`config.mk`:
```
export PLATFORM = sky130hd
export DESIGN_NAME = pe_lram_loader
export DESIGN_NICKNAME = d
export VERILOG_FILES = /design/src/rtl/pe_pkg.sv /design/src/rtl/pe_lram_bram.sv /design/src/rtl/pe_lram_loader.sv
export SDC_FILE = /design/constraint.sdc
export NUM_CORES = 1
export LEC_CHECK = 0
export ABC_AREA = 1
export CORE_ASPECT_RATIO = 1.4
export CORE_MARGIN = 2
export CORE_UTILIZATION = 40
export DETAILED_ROUTE_END_ITERATION = 8
export PLACE_DENSITY = 0.55
export SYNTH_ARGS = -nofsm -noshare
export SYNTH_HDL_FRONTEND = slang
export SYNTH_HIERARCHICAL = 1
export SYNTH_SLANG_ARGS = --single-unit
```
`constraint.sdc`:
```
create_clock -name aclk -period 4.4 [get_ports aclk]
set_input_delay 1.1 -clock aclk [delete_from_list [all_inputs] [get_ports aclk]]
set_output_delay 1.1 -clock aclk [all_outputs]
set_load 0.005 [all_outputs]
```
`src/rtl/pe_pkg.sv`:
```
// ---------------------------------------------------------------------------
// pe_pkg
// Shared definitions for the processing-element blocks (pe_lram_loader and
// pe_con): default data width, default local-RAM depth, and the loader's
// FSM state type.
// ---------------------------------------------------------------------------
package pe_pkg;

  // Defaults shared by the loader and pe_con so both ends agree on geometry.
  localparam int PE_VECTOR_SIZE = 32;
  localparam int PE_L_RAM_SIZE  = 4;

  // LOAD : accepting stream words into the local RAM
  // FIRE : single cycle that pulses start towards pe_con
  // RUN  : pe_con owns the RAM contents, wait for done
  typedef enum logic [1:0] {
    LOAD = 2'd0,
    FIRE = 2'd1,
    RUN  = 2'd2
  } lram_state_t;

endpackage

```
`src/rtl/pe_lram_bram.sv`:
```
// ---------------------------------------------------------------------------
// pe_lram_bram
// Simple dual-port RAM: one write port, one registered read-first read port.
// Written so that synthesis maps it onto block RAM.
//
// Ports:
//   i_clk      clock, all logic on posedge
//   i_rst_n    synchronous active-low reset of the read-data register only
//   i_wr_en    write strobe
//   i_wr_addr  write address
//   i_wr_data  write data
//   i_rd_addr  read address, sampled every cycle
//   o_rd_data  read data, valid one cycle after i_rd_addr
// ---------------------------------------------------------------------------
module pe_lram_bram
  import pe_pkg::*;
#(
  parameter int VECTOR_SIZE = PE_VECTOR_SIZE,
  parameter int L_RAM_SIZE  = PE_L_RAM_SIZE
) (
  input  logic                   i_clk,
  input  logic                   i_rst_n,
  input  logic                   i_wr_en,
  input  logic [L_RAM_SIZE-1:0]  i_wr_addr,
  input  logic [VECTOR_SIZE-1:0] i_wr_data,
  input  logic [L_RAM_SIZE-1:0]  i_rd_addr,
  output logic [VECTOR_SIZE-1:0] o_rd_data
);

  localparam int DEPTH = 2 ** L_RAM_SIZE;

  logic [VECTOR_SIZE-1:0] r_mem [DEPTH];
  logic [VECTOR_SIZE-1:0] r_rd_data;

  // NOTE: the storage array has no reset; resetting it would prevent
  // block-RAM inference and turn it into a large bank of flops.
  always_ff @(posedge i_clk) begin
    if (i_wr_en) begin
      r_mem[i_wr_addr] <= i_wr_data;
    end
  end

  // NOTE: non-blocking assignments on both ports make a same-address
  // read/write return the old word (read-first) without any bypass logic.
  always_ff @(posedge i_clk) begin
    if (!i_rst_n) begin
      r_rd_data <= '0;
    end else begin
      r_rd_data <= r_mem[i_rd_addr];
    end
  end

  assign o_rd_data = r_rd_data;

endmodule

```
`src/rtl/pe_lram_loader.sv`:
```
// ---------------------------------------------------------------------------
// pe_lram_loader
// Fills the PE local RAM from a valid/ready word stream. After a full frame
// of 2**L_RAM_SIZE words it pulses start, serves pe_con's read port while
// pe_con runs, and waits for done before accepting the next frame.
//
// Ports:
//   aclk        clock, all logic on posedge
//   aresetn     synchronous active-low reset
//   s_tvalid    stream word valid
//   s_tready    stream ready (function of state only)
//   s_tdata     stream word
//   s_tlast     last word of frame marker
//   rdaddr      read address from pe_con
//   rddata      registered read data (1-cycle latency, read-first)
//   start       one-cycle pulse: RAM loaded, pe_con may begin
//   done        pe_con finished; RAM may be reloaded
//   busy        high in FIRE and RUN
//   fill_level  words written in the current frame
//   err_len     sticky framing error
// ---------------------------------------------------------------------------
module pe_lram_loader
  import pe_pkg::*;
#(
  parameter int VECTOR_SIZE = PE_VECTOR_SIZE,
  parameter int L_RAM_SIZE  = PE_L_RAM_SIZE
) (
  input  logic                   aclk,
  input  logic                   aresetn,
  input  logic                   s_tvalid,
  output logic                   s_tready,
  input  logic [VECTOR_SIZE-1:0] s_tdata,
  input  logic                   s_tlast,
  input  logic [L_RAM_SIZE-1:0]  rdaddr,
  output logic [VECTOR_SIZE-1:0] rddata,
  output logic                   start,
  input  logic                   done,
  output logic                   busy,
  output logic [L_RAM_SIZE:0]    fill_level,
  output logic                   err_len
);

  localparam int                  DEPTH      = 2 ** L_RAM_SIZE;
  localparam logic [L_RAM_SIZE-1:0] LAST_ADDR  = L_RAM_SIZE'(DEPTH - 1);
  localparam logic [L_RAM_SIZE:0]   FULL_LEVEL = (L_RAM_SIZE + 1)'(DEPTH);

  lram_state_t             r_state;
  logic [L_RAM_SIZE-1:0]   r_wr_ptr;
  logic [L_RAM_SIZE:0]     r_fill;
  logic                    r_start;
  logic                    r_busy;
  logic                    r_tready;
  logic                    r_err;

  logic w_beat;
  logic w_wr_en;
  logic w_final;

  // r_tready is only ever high in LOAD, so a handshake implies LOAD.
  assign w_beat  = s_tvalid & r_tready;
  // A beat presented during the reset cycle must not disturb the RAM.
  assign w_wr_en = w_beat & aresetn;
  assign w_final = (r_wr_ptr == LAST_ADDR);

  // Outputs are registered alongside the state so each one is a pure
  // function of the current state and no input reaches them combinationally.
  always_ff @(posedge aclk) begin
    if (!aresetn) begin
      r_state  <= LOAD;
      r_wr_ptr <= '0;
      r_fill   <= '0;
      r_start  <= 1'b0;
      r_busy   <= 1'b0;
      r_tready <= 1'b1;
      r_err    <= 1'b0;
    end else begin
      case (r_state)
        LOAD: begin
          if (w_beat) begin
            if (w_final) begin
              // Full frame: used even without tlast, but flagged.
              r_state  <= FIRE;
              r_wr_ptr <= '0;
              r_fill   <= FULL_LEVEL;
              r_start  <= 1'b1;
              r_busy   <= 1'b1;
              r_tready <= 1'b0;
              r_err    <= ~s_tlast;
            end else if (s_tlast) begin
              // Short frame: word is written, the frame is dropped.
              r_wr_ptr <= '0;
              r_fill   <= '0;
              r_err    <= 1'b1;
            end else begin
              r_wr_ptr <= r_wr_ptr + L_RAM_SIZE'(1);
              r_fill   <= r_fill + (L_RAM_SIZE + 1)'(1);
            end
          end
        end

        FIRE: begin
          r_state <= RUN;
          r_start <= 1'b0;
        end

        RUN: begin
          if (done) begin
            r_state  <= LOAD;
            r_wr_ptr <= '0;
            r_fill   <= '0;
            r_busy   <= 1'b0;
            r_tready <= 1'b1;
          end
        end

        default: begin
          r_state  <= LOAD;
          r_wr_ptr <= '0;
          r_fill   <= '0;
          r_start  <= 1'b0;
          r_busy   <= 1'b0;
          r_tready <= 1'b1;
        end
      endcase
    end
  end

  pe_lram_bram #(
    .VECTOR_SIZE (VECTOR_SIZE),
    .L_RAM_SIZE  (L_RAM_SIZE)
  ) u_bram (
    .i_clk     (aclk),
    .i_rst_n   (aresetn),
    .i_wr_en   (w_wr_en),
    .i_wr_addr (r_wr_ptr),
    .i_wr_data (s_tdata),
    .i_rd_addr (rdaddr),
    .o_rd_data (rddata)
  );

  assign s_tready   = r_tready;
  assign start      = r_start;
  assign busy       = r_busy;
  assign fill_level = r_fill;
  assign err_len    = r_err;

endmodule

```
=== Word level (Yosys, flattened, before mapping) ===
Memory sizes are Yosys's and may differ from the RTL's. A register that Yosys moved wholly into a read port is not among the register bits.
Index checks and enable logic that the tools add are counted.

* Bits in writable memories: 512
* Logic and storage cells: 56
* Bits in registers: 15
* Memories: 1
* Output and inout port bits: 41

* Bitwise operators: 5
* Mux-type cells: 27
* $add $sub $neg: 2
* Equality and inequality tests: 6
* Reductions and logical operators: 8

{| class="wikitable"
|+ Memory list
! name !! depth !! bits a word !! rd ports !! clocked after Yosys merged registers in !! wr ports !! line !! RTL
|-
| u_bram.r_mem || 16 || 32 || 1 || 1 || 1 || pe_lram_bram.sv:32 || <nowiki>logic [VECTOR_SIZE-1:0] r_mem [DEPTH];</nowiki>
|}

{| class="wikitable"
|+ Operators by type and width
! kind !! count
|-
| two-way mux 5 bit || 4
|-
| two-way mux 4 bit || 4
|-
| case mux 5 bit (3 select lines) || 1
|-
| case mux 4 bit (3 select lines) || 1
|-
| AND reduction 3 bit || 4
|-
| two-way mux 1 bit || 10
|-
| two-way mux 2 bit || 3
|-
| inequality test 2 bit, second input constant || 3
|-
| case mux 1 bit (3 select lines) || 2
|-
| case mux 2 bit (3 select lines) || 1
|-
| adder 5 x 1 -> 5 bit, second input constant || 1
|-
| adder 4 x 1 -> 4 bit, second input constant || 1
|-
| equality test 4 bit, second input constant || 1
|-
| AND reduction 4 bit || 1
|-
| inverter 1 bit || 3
|-
| bitwise AND 1 bit || 2
|-
| equality test 2 x 1 -> 1 bit, second input constant || 1
|-
| equality test 2 bit, second input constant || 1
|-
| zero test 2 bit || 1
|-
| case mux 1 bit (2 select lines) || 1
|-
| nonzero test 2 bit || 1
|-
| zero test 1 bit || 1
|}

=== Depth between registers and ports, before layout ===
Gate-level depths: netlist of the first run.

* Depth in word-level cells: 5
* Gate-level depth with buffers: 10
* Mapped depth without buffers: 8

=== Hierarchy ===
Netlist of the first run, hierarchy kept.

{| class="wikitable"
|+ Modules (own cells, without submodules)
! module !! times used !! area an instance (um2) !! seq. area each (um2) !! cells each
|-
| pe_lram_bram || 1 || 22492.8 || 16015.4 || 2060
|-
| pe_lram_loader || 1 || 774.5 || 300.3 || 111
|}

=== Least setup slack after synthesis of the first run ===
Ideal clock, no wire load.

* Kind: input to register
* Start: input aresetn
* End: memory u_bram/r_mem[12][0] (netlist bit) (enable)
* Data required time: 3.979 ns
* Cell stages on the path: 4
* Data arrival time: 3.027 ns
* Path slack: 0.952 ns
* Cells stage by stage: clkinv_1 -> nor2_1 -> nand3_1 -> nor2_1

* Cells in the longest elaborated chain, start to end: 3

{| class="wikitable"
|+ RTL lines
! element !! line !! RTL
|-
| start, declared || pe_lram_loader.sv:29 || <nowiki>input logic aresetn,</nowiki>
|-
| bitwise AND 1 bit || pe_lram_loader.sv:62 || <nowiki>assign w_wr_en = w_beat & aresetn;</nowiki>
|-
| named net w_wr_en || pe_lram_loader.sv:56 || <nowiki>logic w_wr_en;</nowiki>
|-
| two-way mux 1 bit || pe_lram_bram.sv:38 || <nowiki>if (i_wr_en) begin</nowiki>
|-
| two-way mux 1 bit (not written as such) || pe_lram_bram.sv:39 || <nowiki>r_mem[i_wr_addr] <= i_wr_data;</nowiki>
|-
| end, declared || pe_lram_bram.sv:32 ||
|}

The timed path passes the listed nets, and every way through them passes these cells.

=== Final worst setup path of the first run ===
* Start: input aresetn
* End: memory u_bram/r_mem[14][2] (netlist bit) (enable)

The elaborated chain is that of the path after synthesis.

==> impl_metrics.csv, run 1 <==
group,metric,value,unit
grt,grt.overflow.total,0,
yosys,synth_area,23300,sq um
yosys,yosysWarnings,6,
die,start_util,0.405,
die,rows,104,
clock_tree,cts_resized,0,
finish,layout_commonest_cell,"nand2_1",
pwr,finalPower,11.4,mW
timing,hold_viol,0,
pwr,p_leak,10.8,nW
detailed_routing,dr_total_vias,15000,
grt,antenna_found_initial,0,
yosys,syn_nets,2214,
finish,drive_gt1_frac,0.0705,
clock_tree,cts_buffers,54,
min_path,hp-class,"register to register",
clock_tree,cts_setup_buffers,0,
timing,max_slew.worst_pin.slew,0.937,ns
pwr,power_density,427,nW/um^2
grt,grt_pass1_vias,15000,
yosys,synth.distinct_cells,25,
clock_tree,cts_tree,"built",
die,core,57500,sq um
clock_tree,clock_sinks,559,
setup_path,startpoint_type,"primary input",
timing,max-slew-margin-rel,0.376,
timing,skew,0.0258,ns
place,portBuffers,81,
grt,grt_max_degree,145,
die,ios,82,
detailed_routing,drt_pass1_iterations,5,
place,dp_hpwl,33100,microns
timing,maxSlewViolCount,0,
grt,track_usage,0.193,
detailed_routing,ant_nets,0,
clock_tree,path_clk_slew,0.06,ns
finish,n_fill_cell,5357,
setup_path,worstPathRequired,4.63,ns
clock_tree,postCtsHoldBufs,0,
yosys,synth-seq-cells,559,
setup_path,worst_path_max_delay_cell,"clkdlybuf4s50_1",
finish,regArea,16300,sq um
detailed_routing,drc_errors,0,
yosys,ys_seq_area_frac,0.701,
grt,grt_pass1_wl,88300,microns
timing,rsz0062_at_grt,"false",
clock_tree,root_buffer,"clkbuf_16",
timing,setup_tns,0,ns
setup_path,critPathCaptureType,"register",
setup_path,path_cells,"clkdlybuf4s50_1, clkinv_1, nor2_1, nand3_1, nor2_4, buf_4",
finish,diodes,0,
pwr,ir_worst_vdd,0.308,mV
detailed_routing,drtIter0Drc,977,
place,place_congestion,0.788,
clock_tree,htreeDepth,2,
timing,min_period,3.14,ns
setup_path,worst-path-max-fanout,32,
detailed_routing,post_drt_wl_per_cell,19.1,microns
timing,setup_violations,0,
flow_run,max_cap_violations,0,
timing,max_freq,319,MHz
detailed_routing,vias_per_cell,4.95,
die,die_w,208,microns
setup_path,critPathKind,"primary input to register",
finish,areaGrowthSynthToFinish,14.4,%
detailed_routing,wirelength,57900,microns
finish,multi_input_area,5290,sq um
finish,layout_common_cells,"802 x nand2_1, 512 x edfxtp_1, 328 x nand3_1, 269 x inv_1, 77 x clkdlybuf4s50_1",
setup_path,slowest_delay,0.48,ns
clock_tree,clk_latency,0.61,ns
setup_path,worst_ep_arrival_time,3.36,ns
clock_tree,clockBufferDepth,3,
yosys,synthCells,2171,
yosys,avgSynthCellArea,10.7,sq um
timing,finalCritPeriodShare,0.713,
finish,finalNetCount,2282,
die,die_area,60100,sq um
status,outcome,"finished, final reports clean",
die,chipHeight,289,microns
==> report_power, final <==
| group | internal, mW | switching (mW) | total (mW) |
|---|---|---|---|
| combinational | 0.200 | 0.457 | 0.657 |
| clock | 2.85 | 1.98 | 4.84 |
| sequential | 5.84 | 0.0162 | 5.86 |
| total | 8.90 | 2.46 | 11.4 |
==> stage by stage <==
step	instances	setup slack, ns	area, sq um	util	hold slack, ns
final	3026	1.26	26600	0.463	0.468
after global routing	3026	1.20	26600	0.463	0.504
after CTS	3026	1.32	26600	0.463	0.469
after detailed placement	2925	0.682	24800	0.431	0.457
after global placement	2925	0.681	24800	0.431	0.467
after floorplan	2171	0.952	23300	-	0.460
==> worst paths after layout <==
path                                from             endpoint  slack [ns]  cells past startpoint
worst min-delay path               start                start        0.47                      2
worst max-delay path             aresetn  u_bram/r_mem[14][2]        1.26                      6
worst max register to register  s_tready  u_bram/r_mem[14][2]        1.98                      5
worst min register to register     start                start        0.47                      2
==> cell type report <==
cell class              instances  share of cell area
flip-flops and latches        559               0.613
inverters                     278              0.0395
well taps                     742              0.0349
multi-input cells            1226               0.199
clock inverters                35              0.0169
clock buffers                  66              0.0525
repair buffers                120              0.0444
==> synth_stat cells <==
cell      number  area, sq um
nand2_1      802         3010
edfxtp_1     512        15400
nand3_1      328         1640
inv_1        272         1020
buf_2         48          240
dfxtp_1       47          941
a21oi_1       43          215
nor2_1        29          109
buf_6         27          304
clkbuf_1      15         56.3
buf_1         14         52.6
nand2_2        5         31.3
buf_12         4         80.1
inv_2          4         15.0
o21ai_0        4         20.0
nand4_1        3         18.8
ha_1           2         25.0
nand3_2        2         20.0
nand3b_1       2         15.0
nor2_4         2         22.5
o21bai_1       2         15.0
clkinv_1       1         3.75
inv_6          1         8.76
nor2_2         1         6.26
nor2_8         1         20.0
==> logic make-up (layout without fill, tap and decap cells) <==
family                     after synthesis  count (layout)  share of synthesized area
buffers and inverters                  386             499                     0.0766
AOI/OAI and AO/OA                       49              49                     0.0108
DFF                                    559             559                      0.701
adders and majority gates                2               2                    0.00108
and+or+nand+nor                       1175            1175                      0.210
==> sequential cells by signal, summed over array words and instances, names as in the netlist <==
name	flops
start	1
fill_level	5
s_tready	1
err_len	1
r_wr_ptr	4
busy	1
r_state	2
u_bram/r_mem	512
u_bram/o_rd_data	32
==> layer usage <==
metal / up-vias / wire, microns / track usage / part of all wire
met5: - / 0 / 0 / 0
met4: 0 / 1580 / 0.0615 / 0.027
met3: 88 / 2650 / 0.0281 / 0.046
met2: 363 / 29900 / 0.349 / 0.52
met1: 7275 / 23800 / 0.238 / 0.41
li1: 7243 / - / - / -
==> critical path, delay by kind of cell <==
family	cells	cell delay, ns
buf+inv	3	1.18
simple gates	3	1.03
(Power assumes the default switching activity.)
==> inputs of run 2 (changes only) <==
--- a/config.mk
+++ b/config.mk
@@ -10,7 +10,7 @@
 export CORE_MARGIN = 2
 export CORE_UTILIZATION = 40
 export DETAILED_ROUTE_END_ITERATION = 8
-export PLACE_DENSITY = 0.55
+export PLACE_DENSITY = 0.57
 export SYNTH_ARGS = -nofsm -noshare
 export SYNTH_HDL_FRONTEND = slang
 export SYNTH_HIERARCHICAL = 1
==> constraint.sdc (replaced) <==
create_clock -name aclk -period 2.66 [get_ports aclk]
set_input_delay 0.665 -clock aclk [delete_from_list [all_inputs] [get_ports aclk]]
set_output_delay 0.665 -clock aclk [all_outputs]
set_load 0.005 [all_outputs]
==> impl_metrics.csv, run 2 (synthesis gave the netlist of run 1 again) <==
group,metric,value,unit
timing,max_freq,442,MHz
grt,grt_pass1_wl,89400,microns
pwr,finalPower,18.7,mW
clock_tree,cts_buffers,54,
clock_tree,clockBufferDepth,3,
detailed_routing,drtIter0Drc,1181,
setup_path,path_cells,"clkdlybuf4s50_1",
detailed_routing,ant_nets,0,
timing,skew,0.0170,ns
timing,max_slew.worst_pin.slew,0.623,ns
detailed_routing,drt_pass1_iterations,5,
place,portBuffers,81,
detailed_routing,drc_errors,0,
clock_tree,clock_sinks,559,
clock_tree,clk_latency,0.61,ns
detailed_routing,dr_total_vias,15400,
timing,maxSlewViolCount,0,
flow_run,max_cap_violations,0,
clock_tree,cts_setup_buffers,0,
min_path,whs_path_depth,2,
place,place_congestion,0.810,
die,die_area,60100,sq um
finish,layout_commonest_cell,"nand2_1",
detailed_routing,vias_per_cell,4.98,
clock_tree,postCtsHoldBufs,0,
grt,grt_use_met3,0.0295,
setup_path,worst-path-max-fanout,6,
setup_path,startpoint_type,"register",
clock_tree,path_clk_slew,0.06,ns
timing,setup_tns,0,ns
setup_path,path_buf_inv,1,
finish,areaGrowthSynthToFinish,18.3,%
timing,max-slew-margin-rel,0.584,
grt,use_met2,0.333,
finish,finalInstanceArea,27500,sq um
pwr,ir_worst_vdd,0.458,mV
grt,grt_max_degree,86,
grt,grt_pass1_vias,15300,
die,start_util,0.405,
min_path,hp-class,"register to register",
timing,hold_viol,0,
pwr,power_density,680,nW/um^2
timing,finalCritPeriodShare,0.851,
clock_tree,cts_tree,"built",
setup_path,cp_top_family,"buffers and inverters",
finish,top_register,"u_bram/r_mem",
timing,setup_violations,0,
die,ios,82,
clock_tree,cts_resized,0,
finish,multi_input_area,5290,sq um
finish,regArea,16300,sq um
place,place_ws,0.119,ns
finish,largest_register_ffs,512,
finish,drive_gt1_frac,0.0927,
setup_path,worst_ep_arrival_time,1.60,ns
place,place_area,25700,sq um
finish,layout_common_cells,"802 x nand2_1, 512 x edfxtp_1, 328 x nand3_1, 269 x inv_1, 77 x clkdlybuf4s50_1",
setup_path,worst-path-stages,1,
clock_tree,root_buffer,"clkbuf_16",
setup_path,critPathCaptureType,"output pin",
grt,grt.overflow.total,0,
setup_path,critPathKind,"register to output pin",
timing,min_period,2.26,ns
place,dp_hpwl,36500,microns
timing,finalWorstSetupSlack,0.395,ns
status,outcome,"finished, final reports clean",
setup_path,reg2regPathDepth,7,
grt,antenna_found_initial,3,
grt,top_usage_layer,"met2",
pwr,p_leak,11.1,nW
timing,rsz0062_at_grt,"false",
timing,holdWs,0.471,ns
setup_path,worst_path_max_delay_cell,"clkdlybuf4s50_1",
setup_path,slowest_delay,0.56,ns
die,chipHeight,289,microns
clock_tree,htreeDepth,2,
detailed_routing,post_drt_wl_per_cell,18.9,microns
detailed_routing,wirelength,58300,microns
finish,finalNetCount,2339,
setup_path,worstPathRequired,2.00,ns
die,die_w,208,microns
finish,n_fill_cell,5216,
grt,track_usage,0.194,
die,rows,104,
finish,diodes,0,
grt,use_met1,0.255,
die,core,57500,sq um
==> run 2: cell count changes in the layout (fill, tap and decap cells not counted), moves of 2 or more <==
cell        before  now
buf_12           7   47
clkbuf_1        12   15
clkbuf_16       54   57
bufinv_16       10    4
clkinv_2        15    6
buf_4           33   50
clkinvlp_4       1    3
clkbuf_8         1   11
==> run 2: final timing paths <==
path         slack [ns]           from                   to
max                0.40  fill_level[2]        fill_level[2]
min                0.47          start                start
min reg2reg        0.47          start                start
max reg2reg        0.90       s_tready  u_bram/r_mem[9][13]
==> run 2: final cells by class <==
type,instances,share of cell area
Sequential cell,559,0.593
Multi-Input combinational cell,1226,0.192
Timing Repair Buffer,177,0.0767
Clock buffer,82,0.0589
Inverter,278,0.0382
Tap cell,742,0.0337
Clock inverter,20,0.00759
==> run 2: worst min-delay path, stage by stage (launching register included) <==
cell     delay, ns
dfxtp_1       0.31
nand2_1       0.06
a21oi_1       0.05
==> run 2: power breakdown <==
| group | leakage, nW | switching (mW) | total [mW] | internal, mW |
|---|---|---|---|---|
| Clock | 0.889 | 3.24 | 7.82 | 4.59 |
| Combinational | 5.25 | 0.796 | 1.20 | 0.405 |
| Sequential | 5.00 | 0.0281 | 9.69 | 9.66 |
| Total | 11.1 | 4.06 | 18.7 | 14.6 |
==> run 2: per-layer routing <==
metal  routed length [microns]  vias to the layer above
li1                          -                     7353
met1                     24700                     7447
met2                     28700                      453
met3                      3420                      102
met4                      1570                        2
met5                        13                        -
==> run 2: through the flow <==
stage	std cells	util
2_1_floorplan	2171	-
3_3_place_gp	2982	0.447
3_5_place_dp	2982	0.447
4_1_cts	3084	0.479
5_1_grt	3084	0.479
6_report	3084	0.479
==> inputs of run 3 (changes only) <==
--- a/config.mk
+++ b/config.mk
@@ -6,11 +6,13 @@
 export NUM_CORES = 1
 export LEC_CHECK = 0
 export ABC_AREA = 1
+export CELL_PAD_IN_SITES_DETAIL_PLACEMENT = 0
+export CELL_PAD_IN_SITES_GLOBAL_PLACEMENT = 2
 export CORE_ASPECT_RATIO = 1.4
 export CORE_MARGIN = 2
-export CORE_UTILIZATION = 40
+export CORE_UTILIZATION = 37
 export DETAILED_ROUTE_END_ITERATION = 8
-export PLACE_DENSITY = 0.57
+export PLACE_DENSITY = 0.75
 export SYNTH_ARGS = -nofsm -noshare
 export SYNTH_HDL_FRONTEND = slang
 export SYNTH_HIERARCHICAL = 1
==> impl_metrics.csv, run 3 (synthesis gave the netlist of run 1 again) <==
group,metric,value,unit
timing,max_slew.worst_pin.slew,0.741,ns
clock_tree,clockBufferDepth,3,
die,die_w,216,microns
setup_path,path_cells,"clkdlybuf4s50_1",
place,place_congestion,0.781,
timing,max_freq,439,MHz
clock_tree,cts_tree,"built",
clock_tree,clock_sinks,559,
die,die_area,64900,sq um
min_path,min_to,"start",
pwr,power_density,678,nW/um^2
finish,finalNetCount,2350,
setup_path,r2r_slack,0.85,ns
timing,finalWorstSetupSlack,0.380,ns
detailed_routing,drtIter0Drc,1148,
status,outcome,"finished, final reports clean",
detailed_routing,ant_nets,0,
detailed_routing,vias_per_cell,4.79,
setup_path,timing.rr.start,"s_tready",
finish,areaGrowthSynthToFinish,18.5,%
setup_path,worstPathRequired,2.00,ns
die,chipHeight,301,microns
min_path,hp-class,"register to register",
finish,layout_common_cells,"802 x nand2_1, 512 x edfxtp_1, 328 x nand3_1, 269 x inv_1, 77 x clkdlybuf4s50_1",
finish,fin_util,0.443,
clock_tree,clk_latency,0.63,ns
setup_path,worst-path-max-fanout,1,
pwr,ir_worst_vdd,0.550,mV
clock_tree,path_clk_slew,0.06,ns
flow_run,max_cap_violations,0,
clock_tree,cts_buffers,56,
pwr,p_leak,11.2,nW
min_path,hp-start,"start",
clock_tree,postCtsHoldBufs,0,
setup_path,startpoint_type,"register",
setup_path,critPathCaptureType,"output pin",
grt,grt_max_degree,81,
die,start_util,0.374,
detailed_routing,wirelength,61200,microns
timing,setup_violations,0,
setup_path,worst_ep_arrival_time,1.61,ns
finish,largest_register_ffs,512,
detailed_routing,post_drt_wl_per_cell,19.2,microns
detailed_routing,dr_total_vias,15200,
timing,max-slew-margin-rel,0.504,
setup_path,cp_top_family,"buffers and inverters",
setup_path,r2r-end,"u_bram/r_mem[3][5]",
setup_path,reg2regPathDepth,6,
detailed_routing,drt_pass1_iterations,5,
grt,grt_pass1_wl,92300,microns
clock_tree,cts_resized,0,
setup_path,path_buf_inv,1,
timing,maxSlewViolCount,0,
timing,skew,0.0398,ns
setup_path,worst_path_max_delay_cell,"clkdlybuf4s50_1",
clock_tree,root_buffer,"clkbuf_16",
finish,drive_gt1_frac,0.0985,
grt,grt_pass1_vias,14900,
timing,hold_viol,0,
clock_tree,cts_setup_buffers,0,
die,ios,82,
timing,finalCritPeriodShare,0.857,
grt,grt.overflow.total,0,
place,place_ws,-0.0678,ns
place,portBuffers,81,
finish,diodes,0,
timing,rsz0062_at_grt,"false",
die,core,62200,sq um
detailed_routing,drc_errors,0,
grt,track_usage,0.189,
min_path,whs_path_depth,2,
setup_path,slowest_delay,0.55,ns
finish,top_register,"u_bram/r_mem",
grt,antenna_found_initial,0,
finish,layout_commonest_cell,"nand2_1",
setup_path,critPathKind,"register to output pin",
place,dp_hpwl,37200,microns
timing,min_period,2.28,ns
die,rows,108,
clock_tree,htreeDepth,2,
run 3: power breakdown:
group          switching (mW)  total (mW)  internal (mW)
registers              0.0284        9.69           9.66
logic                   0.798        1.20          0.405
clock network            3.41        7.80           4.39
run 3: per-layer routing:
| layer | track usage | wire length, microns |
|---|---|---|
| met4 | 0.0496 | 1270 |
| met5 | 0 | 0 |
| met1 | 0.255 | 27300 |
| met2 | 0.323 | 29900 |
| met3 | 0.0252 | 2720 |
run 3: layout make-up:
type | count | area [sq um]
clock buffer | 72 | 1530
inverter | 278 | 1050
timing repair buffer | 186 | 2030
clock inverter | 34 | 308
fill | 5866 | 34600
multi-input combinational | 1226 | 5290
sequential | 559 | 16300
tap | 825 | 1030
run 3: how the worst max path moves through the flow:
stage | from | endpoint | slack, ns | cells past startpoint
final | u_bram/o_rd_data[3] | rddata[3] | 0.38 | 1
after global routing | fill_level[2] | fill_level[2] | 0.32 | 1
after CTS | u_bram/o_rd_data[3] | rddata[3] | 0.34 | 1
after detailed placement | aresetn | u_bram/r_mem[2][15] | -0.07 | 7
after global placement | aresetn | u_bram/r_mem[2][15] | -0.03 | 7
after floorplan | aresetn | u_bram/r_mem[12][0] | -0.35 | 4
run 3: worst register-to-register path, stage by stage (launching register included):
cell     delay, ns
dfxtp_1       0.35
nand2_1       0.09
nor2_1        0.19
buf_4         0.18
nand2_1       0.23
nor2_4        0.26
buf_12        0.20
run 3: per-stage QoR:
| stage | cell area [sq um] | power [mW] | instances | hold WS [ns] | setup TNS [ns] |
|---|---|---|---|---|---|
| after floorplan | 23300 | 10.5 | 2171 | 0.460 | -156.43 |
| after global placement | 25700 | 11.1 | 3074 | 0.460 | -0.655 |
| after detailed placement | 25700 | 11.1 | 3074 | 0.465 | -5.13 |
| after CTS | 27600 | 18.9 | 3180 | 0.477 | 0 |
| after global routing | 27600 | 19.3 | 3180 | 0.505 | 0 |
| final | 27600 | 18.7 | 3180 | 0.472 | 0 |
